## config.mk

```make
export PLATFORM = sky130hd
export DESIGN_NAME = dag_mod
export DESIGN_NICKNAME = d
export VERILOG_FILES = /design/src/rtl/dag_pkg.sv /design/src/rtl/dag_channel.sv /design/src/rtl/dag_mod.sv
export SDC_FILE = /design/constraint.sdc
export NUM_CORES = 1
export LEC_CHECK = 0
export CAP_MARGIN = 20
export CELL_PAD_IN_SITES_DETAIL_PLACEMENT = 0
export CELL_PAD_IN_SITES_GLOBAL_PLACEMENT = 1
export CORE_UTILIZATION = 30
export DETAILED_ROUTE_END_ITERATION = 7
export PLACE_DENSITY_LB_ADDON = 0.08
export SLEW_MARGIN = 5
export SYNTH_ARGS = -nofsm -noshare
export SYNTH_HDL_FRONTEND = slang
export SYNTH_SLANG_ARGS = --single-unit
```

## constraint.sdc

```tcl
create_clock -name clk -period 7.7 [get_ports clk]
set_clock_uncertainty 0.1 [all_clocks]
set_input_delay 1.54 -clock clk [delete_from_list [all_inputs] [get_ports clk]]
set_output_delay 1.54 -clock clk [all_outputs]
set_load 0.05 [all_outputs]
```

## src/rtl/dag_pkg.sv

```systemverilog
// -----------------------------------------------------------------------------
// dag_pkg
// Shared definitions for the dag_mod data address generator.
//   - SEL_* : 3-bit register-select codes presented on cfg_sel.
//   - AW_DEF: default address/register width.
//   - bit_rev(): mirrors the low w bits of a vector (used for reverse-carry
//     addressing when DAG_BITREV_EN is defined).
// -----------------------------------------------------------------------------
package dag_pkg;

   localparam int AW_DEF = 16;

   localparam logic [2:0] SEL_I    = 3'd0;
   localparam logic [2:0] SEL_B    = 3'd1;
   localparam logic [2:0] SEL_L    = 3'd2;
   localparam logic [2:0] SEL_M    = 3'd3;
   localparam logic [2:0] SEL_MODE = 3'd4;

   // Mirror bits [w-1:0] of v; bits at and above w in the result are zero.
   // A fixed 64-bit container keeps the function usable for any AW <= 64.
   function automatic logic [63:0] bit_rev(input logic [63:0] v, input int w);
      logic [63:0] r;
      r = '0;
      for (int i = 0; i < 64; i++) begin
         if (i < w) begin
            r[w-1-i] = v[i];
         end
      end
      return r;
   endfunction

endpackage

```

## src/rtl/dag_channel.sv

```systemverilog
// -----------------------------------------------------------------------------
// dag_channel
// One address-generator channel: I/B/L/M (and MODE) registers, post-modify
// arithmetic with single-correction circular wrap, and the registered wrap
// pulse.
//
// Ports:
//   clk, reset     rising-edge clock, asynchronous active-high reset
//   wr_i/b/l/m     decoded register write strobes for this channel
//   wr_mode        MODE write strobe (only present with DAG_BITREV_EN)
//   wd             write data (M is two's complement)
//   step           post-modify request
//   idx            current index register (pre-modify while step is high)
//   wrap           high the cycle after a modulo-corrected step
//
// Optional feature macro: DAG_BITREV_EN (reverse-carry addressing).
// -----------------------------------------------------------------------------
module dag_channel
   import dag_pkg::*;
#(
   parameter int AW = AW_DEF
) (
   input  logic          clk,
   input  logic          reset,
   input  logic          wr_i,
   input  logic          wr_b,
   input  logic          wr_l,
   input  logic          wr_m,
`ifdef DAG_BITREV_EN
   input  logic          wr_mode,
`endif
   input  logic [AW-1:0] wd,
   input  logic          step,
   output logic [AW-1:0] idx,
   output logic          wrap
);

   // Two guard bits: n = I + sext(M) spans [-2^(AW-1), 2^AW + 2^(AW-1)),
   // and B + L may reach 2^(AW+1) - 2, so both must be compared signed and
   // without aliasing.
   localparam int NW = AW + 2;

   logic [AW-1:0]        i_q, i_d;
   logic [AW-1:0]        b_q, b_d;
   logic [AW-1:0]        l_q, l_d;
   logic signed [AW-1:0] m_q, m_d;
   logic                 wrap_q, wrap_d;
`ifdef DAG_BITREV_EN
   logic                 mode_q, mode_d;
`endif

   logic signed [NW-1:0] n_s, lo_s, hi_s, len_s;
   logic [AW-1:0]        step_val;
   logic                 step_wrap;

   always_comb begin
      b_d = wr_b ? wd : b_q;
      l_d = wr_l ? wd : l_q;
      m_d = wr_m ? signed'(wd) : m_q;
`ifdef DAG_BITREV_EN
      mode_d = wr_mode ? wd[0] : mode_q;
`endif

      n_s   = signed'({2'b00, i_q}) + NW'(m_q);
      lo_s  = signed'({2'b00, b_q});
      len_s = signed'({2'b00, l_q});
      hi_s  = lo_s + len_s;

      // Old B/L/M/MODE are used here, so a same-cycle write to them only
      // affects the following step.
      step_val  = AW'(n_s);
      step_wrap = 1'b0;
      if (l_q != '0) begin
         // Exactly one correction; out-of-range I or |M| >= L is not clamped.
         if (n_s >= hi_s) begin
            step_val  = AW'(n_s - len_s);
            step_wrap = 1'b1;
         end else if (n_s < lo_s) begin
            step_val  = AW'(n_s + len_s);
            step_wrap = 1'b1;
         end
      end
`ifdef DAG_BITREV_EN
      // Reverse-carry add: carries propagate from MSB toward LSB.
      if (mode_q) begin
         step_val  = AW'(bit_rev(64'(AW'(bit_rev(64'(i_q), AW))
                                   + AW'(bit_rev(64'(m_q), AW))), AW));
         step_wrap = 1'b0;
      end
`endif

      // A write to I overrides a simultaneous step, which is then dropped.
      i_d    = i_q;
      wrap_d = 1'b0;
      if (wr_i) begin
         i_d = wd;
      end else if (step) begin
         i_d    = step_val;
         wrap_d = step_wrap;
      end
   end

   always_ff @(posedge clk or posedge reset) begin
      if (reset) begin
         i_q    <= '0;
         b_q    <= '0;
         l_q    <= '0;
         m_q    <= '0;
         wrap_q <= 1'b0;
`ifdef DAG_BITREV_EN
         mode_q <= 1'b0;
`endif
      end else begin
         i_q    <= i_d;
         b_q    <= b_d;
         l_q    <= l_d;
         m_q    <= m_d;
         wrap_q <= wrap_d;
`ifdef DAG_BITREV_EN
         mode_q <= mode_d;
`endif
      end
   end

   assign idx  = i_q;
   assign wrap = wrap_q;

endmodule

```

## src/rtl/dag_mod.sv

```systemverilog
// -----------------------------------------------------------------------------
// dag_mod
// Multi-channel data address generator. Decodes configuration writes to the
// per-channel register files and instantiates NCH dag_channel instances.
//
// Ports:
//   clk      rising-edge clock
//   reset    asynchronous active-high reset
//   cfg_we   configuration write strobe
//   cfg_ch   target channel (writes to cfg_ch >= NCH are ignored)
//   cfg_sel  register select: 0=I 1=B 2=L 3=M 4=MODE (5-7 ignored)
//   cfg_wd   write data
//   step     per-channel post-modify request
//   addr     packed current I of each channel, channel k at [k*AW +: AW]
//   wrap     per-channel registered wrap pulse
//
// Optional feature macro: DAG_BITREV_EN. When undefined, MODE writes are
// ignored and no reverse-carry logic exists.
// -----------------------------------------------------------------------------
module dag_mod
   import dag_pkg::*;
#(
   parameter int AW  = AW_DEF,
   parameter int NCH = 2,
   parameter int CW  = 1
) (
   input  logic              clk,
   input  logic              reset,
   input  logic              cfg_we,
   input  logic [CW-1:0]     cfg_ch,
   input  logic [2:0]        cfg_sel,
   input  logic [AW-1:0]     cfg_wd,
   input  logic [NCH-1:0]    step,
   output logic [NCH*AW-1:0] addr,
   output logic [NCH-1:0]    wrap
);

   if ((1 << CW) < NCH) begin : g_bad_cw
      $error("dag_mod: CW too narrow to address NCH channels");
   end

   for (genvar k = 0; k < NCH; k++) begin : g_ch
      // Channel numbers >= NCH match no instance, so those writes vanish.
      logic hit;
      assign hit = cfg_we && (cfg_ch == CW'(k));

      dag_channel #(
         .AW(AW)
      ) u_ch (
         .clk     (clk),
         .reset   (reset),
         .wr_i    (hit && (cfg_sel == SEL_I)),
         .wr_b    (hit && (cfg_sel == SEL_B)),
         .wr_l    (hit && (cfg_sel == SEL_L)),
         .wr_m    (hit && (cfg_sel == SEL_M)),
`ifdef DAG_BITREV_EN
         .wr_mode (hit && (cfg_sel == SEL_MODE)),
`endif
         .wd      (cfg_wd),
         .step    (step[k]),
         .idx     (addr[k*AW +: AW]),
         .wrap    (wrap[k])
      );
   end

endmodule
```

; Word level (Yosys, flattened, before mapping)
; Index checks and enable logic that the tools add are counted.
[op_classes]
n_addsub = 8
order_cmp = 4
n_eq_ne = 3
muxes = 20
n_bitwise = 1
n_reduce_logical = 15
[ops]
columns = operator, count
row1 = two-way mux 16 bit, 10
row2 = adder 17 x 16 -> 18 bit, 2
row3 = greater-or-equal comparator 18 bit, 2
row4 = < comparator 18 x 17 -> 1 bit, 2
row5 = adder 16 x 16 -> 17 bit, 2
row6 = adder 16 bit, 2
row7 = nonzero test 16 bit, 2
row8 = subtractor 16 bit, 2
row9 = logical AND 1 bit, 10
row10 = two-way mux 1 bit, 10
row11 = "equality test 3 x 2 -> 1 bit, second input constant", 2
row12 = nonzero test 2 bit, 2
row13 = "equality test 3 x 1 -> 1 bit, second input constant", 1
row14 = zero test 3 bit, 1
row15 = inverter 1 bit, 1
[totals]
ff_bits = 130
input_bits = 25
output_inout_bits = 34

; Longest topological paths before layout
[logic_depth]
word_depth = 7
depth_mapped = 26
mapped_depth_nobuf = 24

; Cells and area by module
; Synthesis repeated with hierarchy kept, for this count alone.
[hier_totals]
cells_unflattened = 1545
area_unflattened_um2 = 13078.8
[modules_own_cells]
columns = module, n_inst, cells_per_inst, area_each_um2
row1 = dag_channel at g_ch[1].u_ch, 1, 779, 6590.1
row2 = dag_channel at g_ch[0].u_ch, 1, 753, 6418.7
row3 = dag_mod, 1, 13, 70.1

; Worst setup path after synthesis
; Ideal clock, no wire load.
[synth_path]
path_kind = reg-to-reg
startpoint = reg g_ch[0].u_ch.i_q[1]
endpoint = reg g_ch[0].u_ch.i_q[2]
t_arrival_ns = 5.078
required_time_ns = 7.474
setup_slack_ns = 2.396
stages_incl_launch_ff = 26
n_path_buf = 1
cell_sequence = dfrtp_1 ha_1 a211oi_1 nor2_1 o21a_1 nor2_1 nor2b_1 o21a_1 or2_2 a21oi_1 nor2_1 nor2_1 xnor2_1 ha_1 a211oi_1 o21ai_0 o22a_1 o2111ai_1 a211oi_1 or3_1 nor3_4 nor2_2 buf_6 o221ai_2 o21ai_1 a221o_1
[synth_between]
elab_chain_cells = 7
[synth_lines]
columns = item, line_no
row1 = from (decl), dag_channel.sv:43  ; logic [AW-1:0] i_q, i_d;
row2 = from (signal assigned), dag_channel.sv:114  ; i_q <= i_d;
row3 = adder 17 x 16 -> 18 bit *, dag_channel.sv:64  ; n_s = signed'({2'b00, i_q}) + NW'(m_q);
row4 = adder 16 bit or < comparator 18 x 17 -> 1 bit (tied branches), "dag_channel.sv:79, dag_channel.sv:78"
row5 = two-way mux 16 bit, dag_channel.sv:78  ; end else if (n_s < lo_s) begin
row6 = two-way mux 16 bit, dag_channel.sv:75  ; if (n_s >= hi_s) begin
row7 = two-way mux 16 bit *, dag_channel.sv:73  ; if (l_q != '0) begin
row8 = two-way mux 16 bit *, dag_channel.sv:97  ; end else if (step) begin
row9 = two-way mux 16 bit *, dag_channel.sv:95  ; if (wr_i) begin
; Mark *: on every way between the ends. The rest lies on a longest branch, timed or not. The select of a mux whose other input is x is not followed.
; A chain may end at the register's enable or synchronous reset.

; Worst setup path after layout
[layout_path]
startpoint = reg g_ch[1].u_ch.i_q[1]
endpoint = reg g_ch[1].u_ch.i_q[1]
[layout_between]
elab_chain_cells = 7
[layout_lines]
columns = item, line_no
row1 = from (decl), dag_channel.sv:43
row2 = from (signal assigned), dag_channel.sv:114
row3 = adder 17 x 16 -> 18 bit *, dag_channel.sv:64
row4 = adder 16 bit or < comparator 18 x 17 -> 1 bit (tied branches), "dag_channel.sv:79, dag_channel.sv:78"
row5 = two-way mux 16 bit, dag_channel.sv:78
row6 = two-way mux 16 bit, dag_channel.sv:75
row7 = two-way mux 16 bit *, dag_channel.sv:73
row8 = two-way mux 16 bit *, dag_channel.sv:97
row9 = two-way mux 16 bit *, dag_channel.sv:95
; Marks and branches as above.

==> results.tsv <==
stage	metric	value	unit
status	status	complete, no violations	
synthesis	ys_warn_count	0	
cts	cts_hold_buf	0	
synthesis	ys_async_sr_fraction	100	%
sta	fin_ws	1560	ps
worst_setup_path	cp_data_arrival_time	6390	ps
synthesis	synth_top_family_by_area	compound AO/OA/AOI/OAI gates	
sta	min_period	6140	ps
cts	clk_path_buf_depth	2	
worst_setup_path	crit_path_end_kind	flip-flop	
synthesis	synth_cells	1432	
grt	globalRouteOverflowTotal	0	
cells_and_area	ff_latch_area	3250	sq um
synthesis	synthesis.nets	1647	
sta	slew_violations	0	
floorplanning	coreArea	42100	sq um
worst_setup_path	cp-start-kind	flip-flop	
cells_and_area	final.fill_count	4419	
synthesis	synthAdderAreaFrac	19.0	%
place	dp_hpwl	34000	microns
cts	cts-root-buf	clkbuf_16	
synthesis	synth_edf_count	0	
place	gp_congestion	0.833	
cts	cts_made_buffers	17	
grt	antenna_found_initial	0	
drt	drt-initial-drc-count	632	
worst_setup_path	crit_fanout	22	
floorplanning	die-area	43700	sq um
floorplanning	initial_core_util	30.5	%
worst_setup_path	required	7950	ps
sta	hold_viol	0	
floorplanning	rows	75	
cts	cts_resized	0	
synthesis	yosysUniqueCellTypes	91	
worst_hold_path	hp-class	reg2reg	
sta	period_share	79.8	%
synthesis	synthXorXnorAreaFrac	5.17	%
grt	grt_max_degree	69	
synthesis	synth_seq_cells	130	
floorplanning	die_h	209	microns
cells_and_area	final_core_util	34.7	%
grt	grt_pass1_vias	10700	
cells_and_area	area_growth	13.9	%
floorplanning	die_w	209	microns
cells_and_area	drive_gt1_share	12.3	%
sta	fin_setup_tns	0	ps
cts	cts_tree	done	
cts	h-tree-depth	4	
sta	tightest_slew	1000	ps
worst_setup_path	critical_path_class	reg2reg	
cells_and_area	nets	1696	
synthesis	synthFlopType	dfrtp_1	
place	post-place-ws	1640	ps
drt	wl	42800	microns
cts	clk_pin_slew_worst_paths	70	ps
synthesis	syn_area	12800	sq um
cts	cts_sinks	130	
grt	grt_first_pass_wirelength	66600	microns
cts	cts_setup_buffers	0	
synthesis	synth_mux_area_share	8.82	%
worst_setup_path	reg2reg_slack	1560	ps
place	port-buffer-count	58	
drt	vias	10700	
synthesis	ys_seq_area_share	25.3	%
sta	fmax	163	MHz
cells_and_area	multi_input_area	8970	sq um
synthesis	synth_simple_gate_area_share	13.0	%
run	drv_cap	0	
drt	drt_pass1_iterations	6	
cells_and_area	diodes	0	
sta	max-slew-margin-rel	32.4	%
synthesis	synth.avg_cell_area	8.97	sq um
drt	detail-route-antenna-nets	0	
grt	grt_use_total	20.1	%
floorplanning	pin_count	59	
sta	rsz0062_at_grt	false	
drt	viasPerCell	5.26	
sta	setup-violations-final	0	
drt	drc	0	
cts	clock_latency	440	ps
synthesis	synth_compound_area_share	23.7	%
drt	wl_per_cell	21.1	microns
per-stage QoR:
step | instance area (sq um) | std cells | hold WS [ps]
final | 14600 | 2032 | 414
after floorplan | 12800 | 1432 | 385
after detailed placement | 14000 | 2000 | 404
after global routing | 14600 | 2032 | 432
after global placement | 14000 | 1999 | 393
after CTS | 14600 | 2031 | 418
layer usage:
layer	track usage, %	wire length [microns]	up-vias
met2	30.4	18200	198
li1	-	-	5361
met5	0	0	-
met4	3.09	293	0
met3	3.20	1740	22
met1	30.1	22600	5106
state kept, by name (all words and copies together), names as in the netlist:
register and cells:
g_ch.u_ch.m_q 32, g_ch.u_ch.b_q 32, g_ch.u_ch.idx 32, g_ch.u_ch.l_q 32, g_ch.u_ch.wrap 2
Yosys cell counts, types with 22 or more instances:
| master | n | share of area, % |
|---|---|---|
| nor3_1 | 28 | 1.1 |
| o21bai_1 | 24 | 1.4 |
| ha_1 | 182 | 18 |
| mux2_2 | 98 | 8.6 |
| nor2_1 | 86 | 2.5 |
| o21ai_0 | 67 | 2.6 |
| nand2b_1 | 22 | 1.1 |
| xnor2_1 | 46 | 3.1 |
| a21o_1 | 45 | 2.6 |
| nand3_1 | 26 | 1.0 |
| nand2_1 | 67 | 2.0 |
| clkbuf_1 | 27 | 0.79 |
| dfrtp_1 | 130 | 25 |
| inv_1 | 125 | 3.7 |
| xor2_1 | 28 | 1.9 |
| a21oi_1 | 114 | 4.4 |
cell usage in the layout (no fill, tap or decap), types with 9 or more instances in the layout:
cell type	synthesis	final
o22ai_1	13	13
xnor2_1	46	46
nor2b_1	13	12
o31ai_1	16	16
nor4_1	11	11
xor2_1	28	28
o21ai_1	11	11
and3_1	13	13
nand2_1	67	67
or3_1	13	13
nor2_1	86	86
o21ai_0	67	67
inv_1	125	124
mux2_2	98	98
a211oi_1	16	16
a21oi_1	114	114
a31oi_1	13	12
dfrtp_1	130	130
nand3_1	26	26
nand2b_1	22	22
clkdlybuf4s50_1	0	58
o21bai_1	24	24
o221ai_1	11	11
a221oi_1	10	10
nor3_1	28	26
a21o_1	45	45
ha_1	182	182
clkbuf_16	0	17
a211o_1	9	9
o21a_1	17	17
cell type report:
class	instances	share of cell area [%]
inverter	126	3.26
tap	539	4.61
clock inverter	12	1.09
clock buffer	19	2.96
multi-input combinational	1138	61.3
timing repair buffer	68	4.56
sequential	130	22.2
kinds of logic after synthesis:
kind of cell / after synthesis
AOI/OAI and AO/OA: 441
xor gates and xnor gates: 75
adders and majority gates: 190
buffers and inverters: 164
DFF: 130
muxes: 101
and+or+nand+nor: 331
final timing paths:
| path | cells past startpoint | startpoint | endpoint |
|---|---|---|---|
| min in group asynchronous | 2 | reset | g_ch[1].u_ch.l_q[5] |
| min reg2reg | 1 | g_ch[0].u_ch.m_q[8] | g_ch[0].u_ch.m_q[8] |
| min | 1 | g_ch[0].u_ch.m_q[8] | g_ch[0].u_ch.m_q[8] |
| max reg2reg | 19 | g_ch[1].u_ch.idx[1] | g_ch[1].u_ch.idx[1] |
| max in group asynchronous | 3 | reset | g_ch[0].u_ch.l_q[9] |
| max | 19 | g_ch[1].u_ch.idx[1] | g_ch[1].u_ch.idx[1] |
critical path, cell delays in order (launching register included):
cell	delay [ps]
dfrtp_1	480
ha_1	330
a21o_1	160
a21oi_1	320
o21ai_0	180
and2_1	190
o21ai_0	170
nand2b_1	90
xor2_1	220
ha_1	270
or4_1	520
a211oi_1	340
o21ai_0	290
a21oi_1	220
a211oi_1	80
o2111ai_2	440
nand2_1	570
nor3_1	740
a221oi_1	160
o21ai_0	190
Power is not shown: default switching activity piles up to over one toggle a cycle in this logic, so the estimate is an artifact.
